<file path="src/rtl/pwm_deadtime_pkg.sv">
// Shared definitions for the complementary dead-time gate-drive stage.
package pwm_deadtime_pkg;

    localparam int DTW_DEF = 4;

    // Encodings are visible on dt_state; 6 and 7 are never produced.
    typedef enum logic [2:0] {
        ST_IDLE   = 3'd0,
        ST_DEAD_H = 3'd1,
        ST_HS     = 3'd2,
        ST_DEAD_L = 3'd3,
        ST_LS     = 3'd4,
        ST_FAULT  = 3'd5
    } dt_state_e;

endpackage

</file>
<file path="src/rtl/pwm_deadtime_if.sv">
// Control/drive bundle between the PWM generator, dead-time stage and pins.
interface pwm_deadtime_if
    import pwm_deadtime_pkg::*;
#(
    parameter int DTW = DTW_DEF
);
    logic           re;
    logic           fault_in;
    logic           pwm_p;
    logic [DTW-1:0] dt_in;
    logic           hs_out;
    logic           ls_out;
    logic [2:0]     dt_state;

    modport master (
        output re, fault_in, pwm_p, dt_in,
        input  hs_out, ls_out, dt_state
    );

    modport slave (
        input  re, fault_in, pwm_p, dt_in,
        output hs_out, ls_out, dt_state
    );
endinterface

</file>
<file path="src/rtl/pwm_deadtime_dt_counter.sv">
// Dead-time down-counter: clear, load, decrement-to-zero, zero flag.
module pwm_dt_counter #(
    parameter int DTW = 4
) (
    input  logic           clk,
    input  logic           rst,
    input  logic           clr,
    input  logic           load,
    input  logic           dec,
    input  logic [DTW-1:0] din,
    output logic           zero
);
    logic [DTW-1:0] cnt;

    always_ff @(posedge clk or posedge rst) begin
        if (rst)
            cnt <= '0;
        else if (clr)
            cnt <= '0;
        else if (load)
            cnt <= din;
        else if (dec && (cnt != '0))
            cnt <= cnt - {{(DTW-1){1'b0}}, 1'b1};
    end

    assign zero = (cnt == '0);
endmodule

</file>
<file path="src/rtl/pwm_deadtime.sv">
// Complementary HS/LS drive with programmable dead time and latched hard fault.
module pwm_deadtime
    import pwm_deadtime_pkg::*;
#(
    parameter int DTW = DTW_DEF
) (
    input  logic            clk,
    input  logic            rst,
    pwm_deadtime_if.slave   bus
);
    dt_state_e st, st_nxt;
    logic      cnt_clr, cnt_load, cnt_dec, cnt_zero;
    logic      hs_r, ls_r;

    pwm_dt_counter #(.DTW(DTW)) u_cnt (
        .clk  (clk),
        .rst  (rst),
        .clr  (cnt_clr),
        .load (cnt_load),
        .dec  (cnt_dec),
        .din  (bus.dt_in),
        .zero (cnt_zero)
    );

    always_ff @(posedge clk or posedge rst) begin
        if (rst) begin
            st   <= ST_IDLE;
            hs_r <= 1'b0;
            ls_r <= 1'b0;
        end else begin
            st   <= st_nxt;
            hs_r <= (st_nxt == ST_HS);
            ls_r <= (st_nxt == ST_LS);
        end
    end

    // A PWM reversal inside a dead interval returns straight to the side that
    // was on, since the opposite switch never turned on.
    always_comb begin
        st_nxt   = st;
        cnt_clr  = 1'b0;
        cnt_load = 1'b0;
        cnt_dec  = 1'b0;
        if (bus.fault_in) begin
            st_nxt = ST_FAULT;
        end else if (bus.re) begin
            st_nxt  = ST_IDLE;
            cnt_clr = 1'b1;
        end else begin
            case (st)
                ST_IDLE: begin
                    st_nxt   = bus.pwm_p ? ST_DEAD_H : ST_DEAD_L;
                    cnt_load = 1'b1;
                end
                ST_DEAD_H: begin
                    if (!bus.pwm_p)
                        st_nxt = ST_LS;
                    else if (cnt_zero)
                        st_nxt = ST_HS;
                    else
                        cnt_dec = 1'b1;
                end
                ST_HS: begin
                    if (!bus.pwm_p) begin
                        st_nxt   = ST_DEAD_L;
                        cnt_load = 1'b1;
                    end
                end
                ST_DEAD_L: begin
                    if (bus.pwm_p)
                        st_nxt = ST_HS;
                    else if (cnt_zero)
                        st_nxt = ST_LS;
                    else
                        cnt_dec = 1'b1;
                end
                ST_LS: begin
                    if (bus.pwm_p) begin
                        st_nxt   = ST_DEAD_H;
                        cnt_load = 1'b1;
                    end
                end
                ST_FAULT: st_nxt = ST_FAULT;
                default:  st_nxt = ST_FAULT;
            endcase
        end
    end

    assign bus.hs_out   = hs_r;
    assign bus.ls_out   = ls_r;
    assign bus.dt_state = st;
endmodule

</file>
<file path="src/flat_wrapper.sv">
// flat-port wrapper written by rule: the top's interface ports become plain ports
module pwm_deadtime_flat import pwm_deadtime_pkg::*;
#(
    parameter int DTW = DTW_DEF
)
  (clk, rst, bus_re, bus_fault_in, bus_pwm_p, bus_dt_in, bus_hs_out, bus_ls_out, bus_dt_state);
  pwm_deadtime_if #(.DTW(DTW)) bus_i ();
  input  logic clk;
  input  logic rst;
  input wire logic [$bits(bus_i.re)-1:0] bus_re;
  input wire logic [$bits(bus_i.fault_in)-1:0] bus_fault_in;
  input wire logic [$bits(bus_i.pwm_p)-1:0] bus_pwm_p;
  input wire logic [$bits(bus_i.dt_in)-1:0] bus_dt_in;
  output wire logic [$bits(bus_i.hs_out)-1:0] bus_hs_out;
  output wire logic [$bits(bus_i.ls_out)-1:0] bus_ls_out;
  output wire logic [$bits(bus_i.dt_state)-1:0] bus_dt_state;
  assign bus_i.re = bus_re;
  assign bus_i.fault_in = bus_fault_in;
  assign bus_i.pwm_p = bus_pwm_p;
  assign bus_i.dt_in = bus_dt_in;
  assign bus_hs_out = bus_i.hs_out;
  assign bus_ls_out = bus_i.ls_out;
  assign bus_dt_state = bus_i.dt_state;
  pwm_deadtime #(.DTW(DTW)) u_core (.clk(clk), .rst(rst), .bus(bus_i));
endmodule
</file>
<file path="config.mk">
export PLATFORM = sky130hd
export DESIGN_NAME = pwm_deadtime_flat
export DESIGN_NICKNAME = d
export VERILOG_FILES = /design/src/rtl/pwm_deadtime_pkg.sv /design/src/rtl/pwm_deadtime_if.sv /design/src/rtl/pwm_deadtime_dt_counter.sv /design/src/rtl/pwm_deadtime.sv /design/src/flat_wrapper.sv
export SDC_FILE = /design/constraint.sdc
export NUM_CORES = 1
export LEC_CHECK = 0
export BUFFER_PORTS_ARGS = -buffer_cell sky130_fd_sc_hd__clkbuf_2
export CAP_MARGIN = 0
export CORE_UTILIZATION = 40
export DETAILED_ROUTE_END_ITERATION = 8
export PLACE_DENSITY = 0.75
export SYNTH_ARGS = -nofsm -noshare
export SYNTH_HDL_FRONTEND = slang
export SYNTH_SLANG_ARGS = --single-unit
</file>
<file path="constraint.sdc">
create_clock -name clk -period 1.8 [get_ports clk]
set_input_delay 0.36 -clock clk [delete_from_list [all_inputs] [get_ports clk]]
set_output_delay 0.36 -clock clk [all_outputs]
set_load 0.005 [all_outputs]
</file>
==> results.json, run 1 <==
{
  "status": "finished clean",
  "power.density_nw_per_um2": 868,
  "switchingPower_uw": 197,
  "power_frac_comb_pct": 32.1,
  "path_class": "reg -> reg",
  "track_usage_pct": 16.0,
  "gp_congestion": 0.764,
  "fp.dieArea_sq_um": 1550,
  "drt-initial-drc-count": 9,
  "mostFrequentLayoutCells": "clkbuf_2 (13), dfrtp_1 (9), nor2_1 (7)",
  "cts-buffers-inserted": 3,
  "drive_gt1_share_pct": 37.8,
  "drt-vias-per-instance": 5.42,
  "holdBufCountCts": 0,
  "wl_per_cell_microns": 13.3,
  "portBuffers": 13,
  "grt_max_degree": 10,
  "fmax_ghz": 0.566,
  "cp_max_fo": 6,
  "preCtsSetupSlack_ns": 0.00202,
  "h-tree-depth": 1,
  "cts_tree": "done",
  "die_width_microns": 39.4,
  "worstRegToRegCells": 6,
  "syn_nets": 68,
  "drc": 0,
  "num_rows": 13,
  "required_ns": 1.95,
  "cts_buffer_depth": 2,
  "core_sq_um": 1300,
  "final_common_cell": "clkbuf_2",
  "p_sw_share_pct": 33.0,
  "die_h_microns": 39.4,
  "grt_antenna_before_repair": 0,
  "yosysWarnings": 0,
  "ios": 14,
  "wirelength_microns": 1190,
  "skew_ns": 0.000814,
  "gr-total-overflow": 0,
  "endpoint": "u_core.bus.dt_state[0]",
  "avgSynthCellArea_sq_um": 9.62,
  "peakVddDrop_uv": 448,
  "area_delta_synth_final_pct": 23.3,
  "synth_cells": 58,
  "clk_latency_ns": 0.26,
  "start_util_pct": 42.9,
  "tightest_slew_ns": 0.377,
  "ys_types": 27,
  "vias": 482,
  "static-leakage-power_nw": 0.303,
  "final_antenna_net_count": 0,
  "worstPathArrival_ns": 1.92,
  "syn_area_sq_um": 558,
  "setup_tns_ns": 0,
  "r2r-start": "u_core.u_cnt.cnt[0]",
  "setup_viol": 0,
  "root_buffer": "clkbuf_4",
  "period_needed_ns": 1.77,
  "dr.pass1.iters": 5,
  "maxCapViolations": 0,
  "grt_pass1_vias": 403,
  "fin_crit_sh_pct": 98.1,
  "clkPwrFrac_pct": 26.4,
  "cts_num_sinks": 9,
  "end_kind": "register",
  "fill_cells": 133,
  "cp-start-kind": "register",
  "hold_class": "in -> async",
  "relSlewSlack_pct": 74.6,
  "final_util_pct": 52.9,
  "r2r-end": "u_core.bus.dt_state[0]",
  "startpoint": "u_core.u_cnt.cnt[0]",
  "nets": 85,
  "rsz0062_at_grt": "yes",
  "ys_seq_area_share_pct": 40.4,
  "hpwlAfterDp_microns": 829,
  "finalMaxSlewViolations": 0,
  "finalHoldViolations": 0,
  "r2r_setup_slack_ns": 0.03,
  "power.share.sequential_pct": 41.5,
  "finalWorstSetupSlack_ns": 0.0336,
  "n_antenna_cell": 0,
  "fin_hold_ws_ns": 0.0331,
  "power.internal_uw": 400,
  "ys_ff_latch": 9,
  "total_power_uw": 597,
  "grt_pass1_wl_microns": 1590,
  "clk_pin_slew_ns": 0.06
}
-- registers in the layout, indices dropped and copies added (netlist names) --
register             cells
u_core.bus.hs_out        1
u_core.bus.ls_out        1
u_core.bus.dt_state      3
u_core.u_cnt.cnt         4
-- how the worst min path moves through the flow --
stage | startpoint | end | slack, ns | depth (start not counted)
floorplan | rst | u_core.bus.dt_state[0] | 0.19 | 1
global placement | rst | u_core.bus.hs_out | 0.32 | 2
detailed placement | rst | u_core.u_cnt.cnt[1] | 0.32 | 2
CTS | rst | u_core.bus.dt_state[1] | 0.04 | 2
global route | rst | u_core.u_cnt.cnt[0] | 0.05 | 2
finish | rst | u_core.u_cnt.cnt[0] | 0.03 | 2
-- metal layers --
layer / share of wire [%] / vias up / GRT usage, %
met5: 0 / - / 0
met4: 0 / 0 / 7.76
met3: 5.8 / 0 / 9.09
met2: 50 / 12 / 24.6
met1: 44 / 231 / 17.7
li1: - / 239 / -
-- synthesized netlist by cell type --
| library cell | instances | area [sq um] |
|---|---|---|
| or4_1 | 1 | 7.51 |
| nand4_1 | 2 | 12.5 |
| nor3_1 | 4 | 20.0 |
| buf_6 | 1 | 11.3 |
| xnor2_1 | 1 | 8.76 |
| nand2_1 | 3 | 11.3 |
| nor2_1 | 7 | 26.3 |
| nand3_1 | 2 | 10.0 |
| a311o_1 | 1 | 10.0 |
| a21oi_1 | 2 | 10.0 |
| nor2b_1 | 1 | 6.26 |
| or2_1 | 1 | 6.26 |
| a211oi_1 | 3 | 22.5 |
| ha_1 | 1 | 12.5 |
| nand3_2 | 1 | 10.0 |
| mux2i_1 | 1 | 10.0 |
| nand2b_1 | 1 | 6.26 |
| xor2_2 | 1 | 16.3 |
| a211oi_2 | 1 | 12.5 |
| inv_1 | 4 | 15.0 |
| nor3b_2 | 2 | 25.0 |
| xor2_1 | 2 | 17.5 |
| dfrtp_1 | 9 | 225 |
| o221ai_1 | 1 | 8.76 |
| buf_2 | 1 | 5.00 |
| nor3b_1 | 3 | 22.5 |
| or3b_1 | 1 | 8.76 |
-- cell families (layout without fill, tap and decap cells) --
kind of cell               after synthesis  in the layout  synth area share, %
AOI/OAI and AO/OA                        8              8                 11.4
xor gates and xnor gates                 4              4                 7.62
adders and majority gates                1              1                 2.24
buffers and inverters                    6             22                 5.60
DFF                                      9              9                 40.4
muxes                                    1              1                 1.79
and+or+nand+nor                         29             29                 30.9
-- area by class of cell --
| class | instances | area [sq um] | area share [%] |
|---|---|---|---|
| tap | 15 | 18.8 | 2.73 |
| multi-input combinational | 43 | 329 | 47.8 |
| clock inverter | 1 | 5.00 | 0.727 |
| clock buffer | 3 | 22.5 | 3.27 |
| timing repair buffer | 14 | 72.6 | 10.5 |
| sequential | 9 | 225 | 32.7 |
| inverter | 4 | 15.0 | 2.18 |
-- metrics by stage --
| step | cells | area, sq um |
|---|---|---|
| 3_5_place_dp | 84 | 626 |
| 6_report | 89 | 688 |
| 5_1_grt | 89 | 688 |
| 4_1_cts | 88 | 656 |
| 2_1_floorplan | 58 | 558 |
| 3_3_place_gp | 84 | 626 |
-- repair_timing --
action / in CTS / in global routing
pin swaps: 0 / 2
resized for setup: 1 / 6
buffers inserted: 0 / 1
setup endpoints to repair: 1 / 1
-- worst max-delay path, cell delays in order (launching register included) --
cell      delay [ns]
dfrtp_1         0.39
inv_2           0.09
ha_4            0.14
or3b_4          0.43
a211oi_4        0.30
nor3_2          0.09
or2_1           0.21
-- power by group through the flow --
| stage | clock network [mW] | logic (mW) | registers, mW |
|---|---|---|---|
| 4_1_cts | 0.165 | 0.163 | 0.245 |
| 2_1_floorplan | 0 | 0.133 | 0.244 |
| 3_3_place_gp | 0 | 0.143 | 0.249 |
| 5_1_grt | 0.179 | 0.211 | 0.250 |
| 3_5_place_dp | 0 | 0.152 | 0.249 |
| 6_report | 0.158 | 0.192 | 0.248 |
Power figures use the tool's default switching activity.
==> inputs of run 2 (changes only) <==
- PLACE_DENSITY: 0.75 -> 0.77
- clock period: 1.8 -> 1.5 ns (I/O delays scaled with it)
==> run 2 against run 1 <==
The flow now finishes with violations (negative setup slack). Clock skew rose by 0.0080 ns. Register-to-register slack got worse by 0.20 ns. Global-route usage rose by 4.7 points. Sequential power rose by 18%. Fmax rose by 5.9%. Setup slack got worse by 0.20 ns.
==> results.json, run 2 (same netlist as run 1, synthesis figures left out) <==
{
  "grt_antenna_before_repair": 0,
  "largest-register": "u_core.u_cnt.cnt",
  "hold_path.startpoint": "bus_dt_in[3]",
  "maxCapViolations": 0,
  "fp.dieArea_sq_um": 1550,
  "cts_num_sinks": 9,
  "path_class": "reg -> reg",
  "fin_hold_ws_ns": 0.305,
  "root_buffer": "clkbuf_4",
  "wirelength_microns": 1390,
  "preCtsSetupSlack_ns": -0.197,
  "fill_cells": 110,
  "mostFrequentLayoutCells": "clkbuf_2 (13), buf_4 (10), dfrtp_1 (9)",
  "finalHoldViolations": 0,
  "r2r-start": "u_core.u_cnt.cnt[0]",
  "wl_per_cell_microns": 13.9,
  "clk_pin_slew_ns": 0.07,
  "switchingPower_uw": 258,
  "drt-vias-per-instance": 5.64,
  "stdcell_count": 100,
  "multi_input_area_sq_um": 345,
  "drt-initial-drc-count": 21,
  "start_util_pct": 42.9,
  "clkPwrFrac_pct": 24.1,
  "h-tree-depth": 1,
  "nets": 96,
  "largest_reg_flops": 4,
  "p_sw_share_pct": 32.4,
  "core_sq_um": 1300,
  "static-leakage-power_nw": 0.359,
  "power_frac_comb_pct": 39.1,
  "gp_congestion": 0.823,
  "die_h_microns": 39.4,
  "final_util_pct": 61.0,
  "finalMaxSlewViolations": 0,
  "skew_ns": 0.00884,
  "power.density_nw_per_um2": 1000,
  "fin_crit_sh_pct": 111,
  "drive_gt1_share_pct": 48.2,
  "setup_viol": 8,
  "place_inst": 93,
  "peakVddDrop_uv": 595,
  "cts_buffer_depth": 2,
  "ff_latch_area_sq_um": 225,
  "clk_latency_ns": 0.27,
  "final_antenna_net_count": 0,
  "relSlewSlack_pct": 71.0,
  "r2r_setup_slack_ns": -0.17,
  "power.internal_uw": 538,
  "die_width_microns": 39.4,
  "fmax_ghz": 0.600,
  "cts-buffers-inserted": 3,
  "grt_pass1_vias": 471,
  "violations": "negative setup slack",
  "period_needed_ns": 1.67,
  "tightest_slew_ns": 0.433,
  "power.share.sequential_pct": 36.8,
  "n_antenna_cell": 0,
  "final_common_cell": "clkbuf_2",
  "required_ns": 1.65,
  "dr.pass1.iters": 4,
  "status": "finished with violations",
  "ios": 14,
  "hold_class": "in -> reg",
  "area_delta_synth_final_pct": 42.2,
  "worstPathArrival_ns": 1.82,
  "end_kind": "register",
  "drc": 0,
  "holdPathEnd": "u_core.u_cnt.cnt[3]",
  "num_rows": 13,
  "grt_pass1_wl_microns": 2100,
  "vias": 564,
  "worstRegToRegCells": 6,
  "gr-total-overflow": 0,
  "portBuffers": 13,
  "rsz0062_at_grt": "yes",
  "finalWorstSetupSlack_ns": -0.168,
  "cp_max_fo": 4,
  "track_usage_pct": 20.7,
  "min_path_cells": 3,
  "cts_tree": "done",
  "cp-start-kind": "register",
  "r2r-end": "u_core.bus.dt_state[0]",
  "grt_max_degree": 10
}
==> run 2: power groups by stage <==
stage / clock network, mW / logic, mW / registers, mW
after floorplan: 0 / 0.170 / 0.294
after global placement: 0 / 0.236 / 0.295
after detailed placement: 0 / 0.241 / 0.295
after CTS: 0.195 / 0.293 / 0.292
after global routing: 0.208 / 0.339 / 0.295
final: 0.191 / 0.311 / 0.293
==> run 2: worst max-delay path by stage <==
stage | from | endpoint | slack [ns] | cells past startpoint
final | u_core.u_cnt.cnt[0] | u_core.bus.dt_state[0] | -0.17 | 6
after floorplan | u_core.u_cnt.cnt[0] | u_core.bus.dt_state[0] | -0.16 | 7
after detailed placement | u_core.u_cnt.cnt[1] | u_core.bus.dt_state[0] | -0.20 | 6
after CTS | u_core.u_cnt.cnt[0] | u_core.bus.dt_state[0] | -0.14 | 6
after global routing | u_core.u_cnt.cnt[0] | u_core.bus.dt_state[0] | -0.22 | 6
after global placement | u_core.u_cnt.cnt[1] | u_core.u_cnt.cnt[2] | -0.17 | 7
==> run 2: cell type report <==
type	count	share of cell area, %
Clock buffer	3	2.84
Clock inverter	1	0.631
Inverter	4	1.89
Multi-Input combinational cell	43	43.5
Sequential cell	9	28.4
Tap cell	15	2.37
Timing Repair Buffer	25	20.3
==> run 2: worst max-delay path, cell delays in order (launching register included) <==
cell	delay, ns
dfrtp_1	0.39
inv_2	0.08
ha_4	0.13
or3b_4	0.41
a211oi_4	0.25
nor3_2	0.07
or2_1	0.22
==> run 2: metal layers <==
metal  routed length (microns)  vias up  global-route usage [%]
met2                       715       14                    32.1
li1                          -      262                       -
met5                         0        -                       0
met4                        29        0                    12.9
met3                        41        5                    1.70
met1                       605      283                    27.7
==> run 2: what timing repair did <==
item | in CTS | in global routing
endpoints found under the hold margin | 9 | 0
setup buffers | 2 | 0
gates resized for setup | 5 | 3
pin swaps | 9 | 1
setup endpoints to repair | 8 | 8
hold buffers | 1 | 0
==> run 2: per-stage QoR <==
step | setup TNS (ns) | area (sq um) | total power, mW
2_1_floorplan | -0.274 | 571 | 0.464
3_3_place_gp | -1.12 | 706 | 0.530
3_5_place_dp | -1.26 | 706 | 0.536
4_1_cts | -0.714 | 777 | 0.780
5_1_grt | -1.30 | 793 | 0.841
6_report | -0.742 | 793 | 0.795
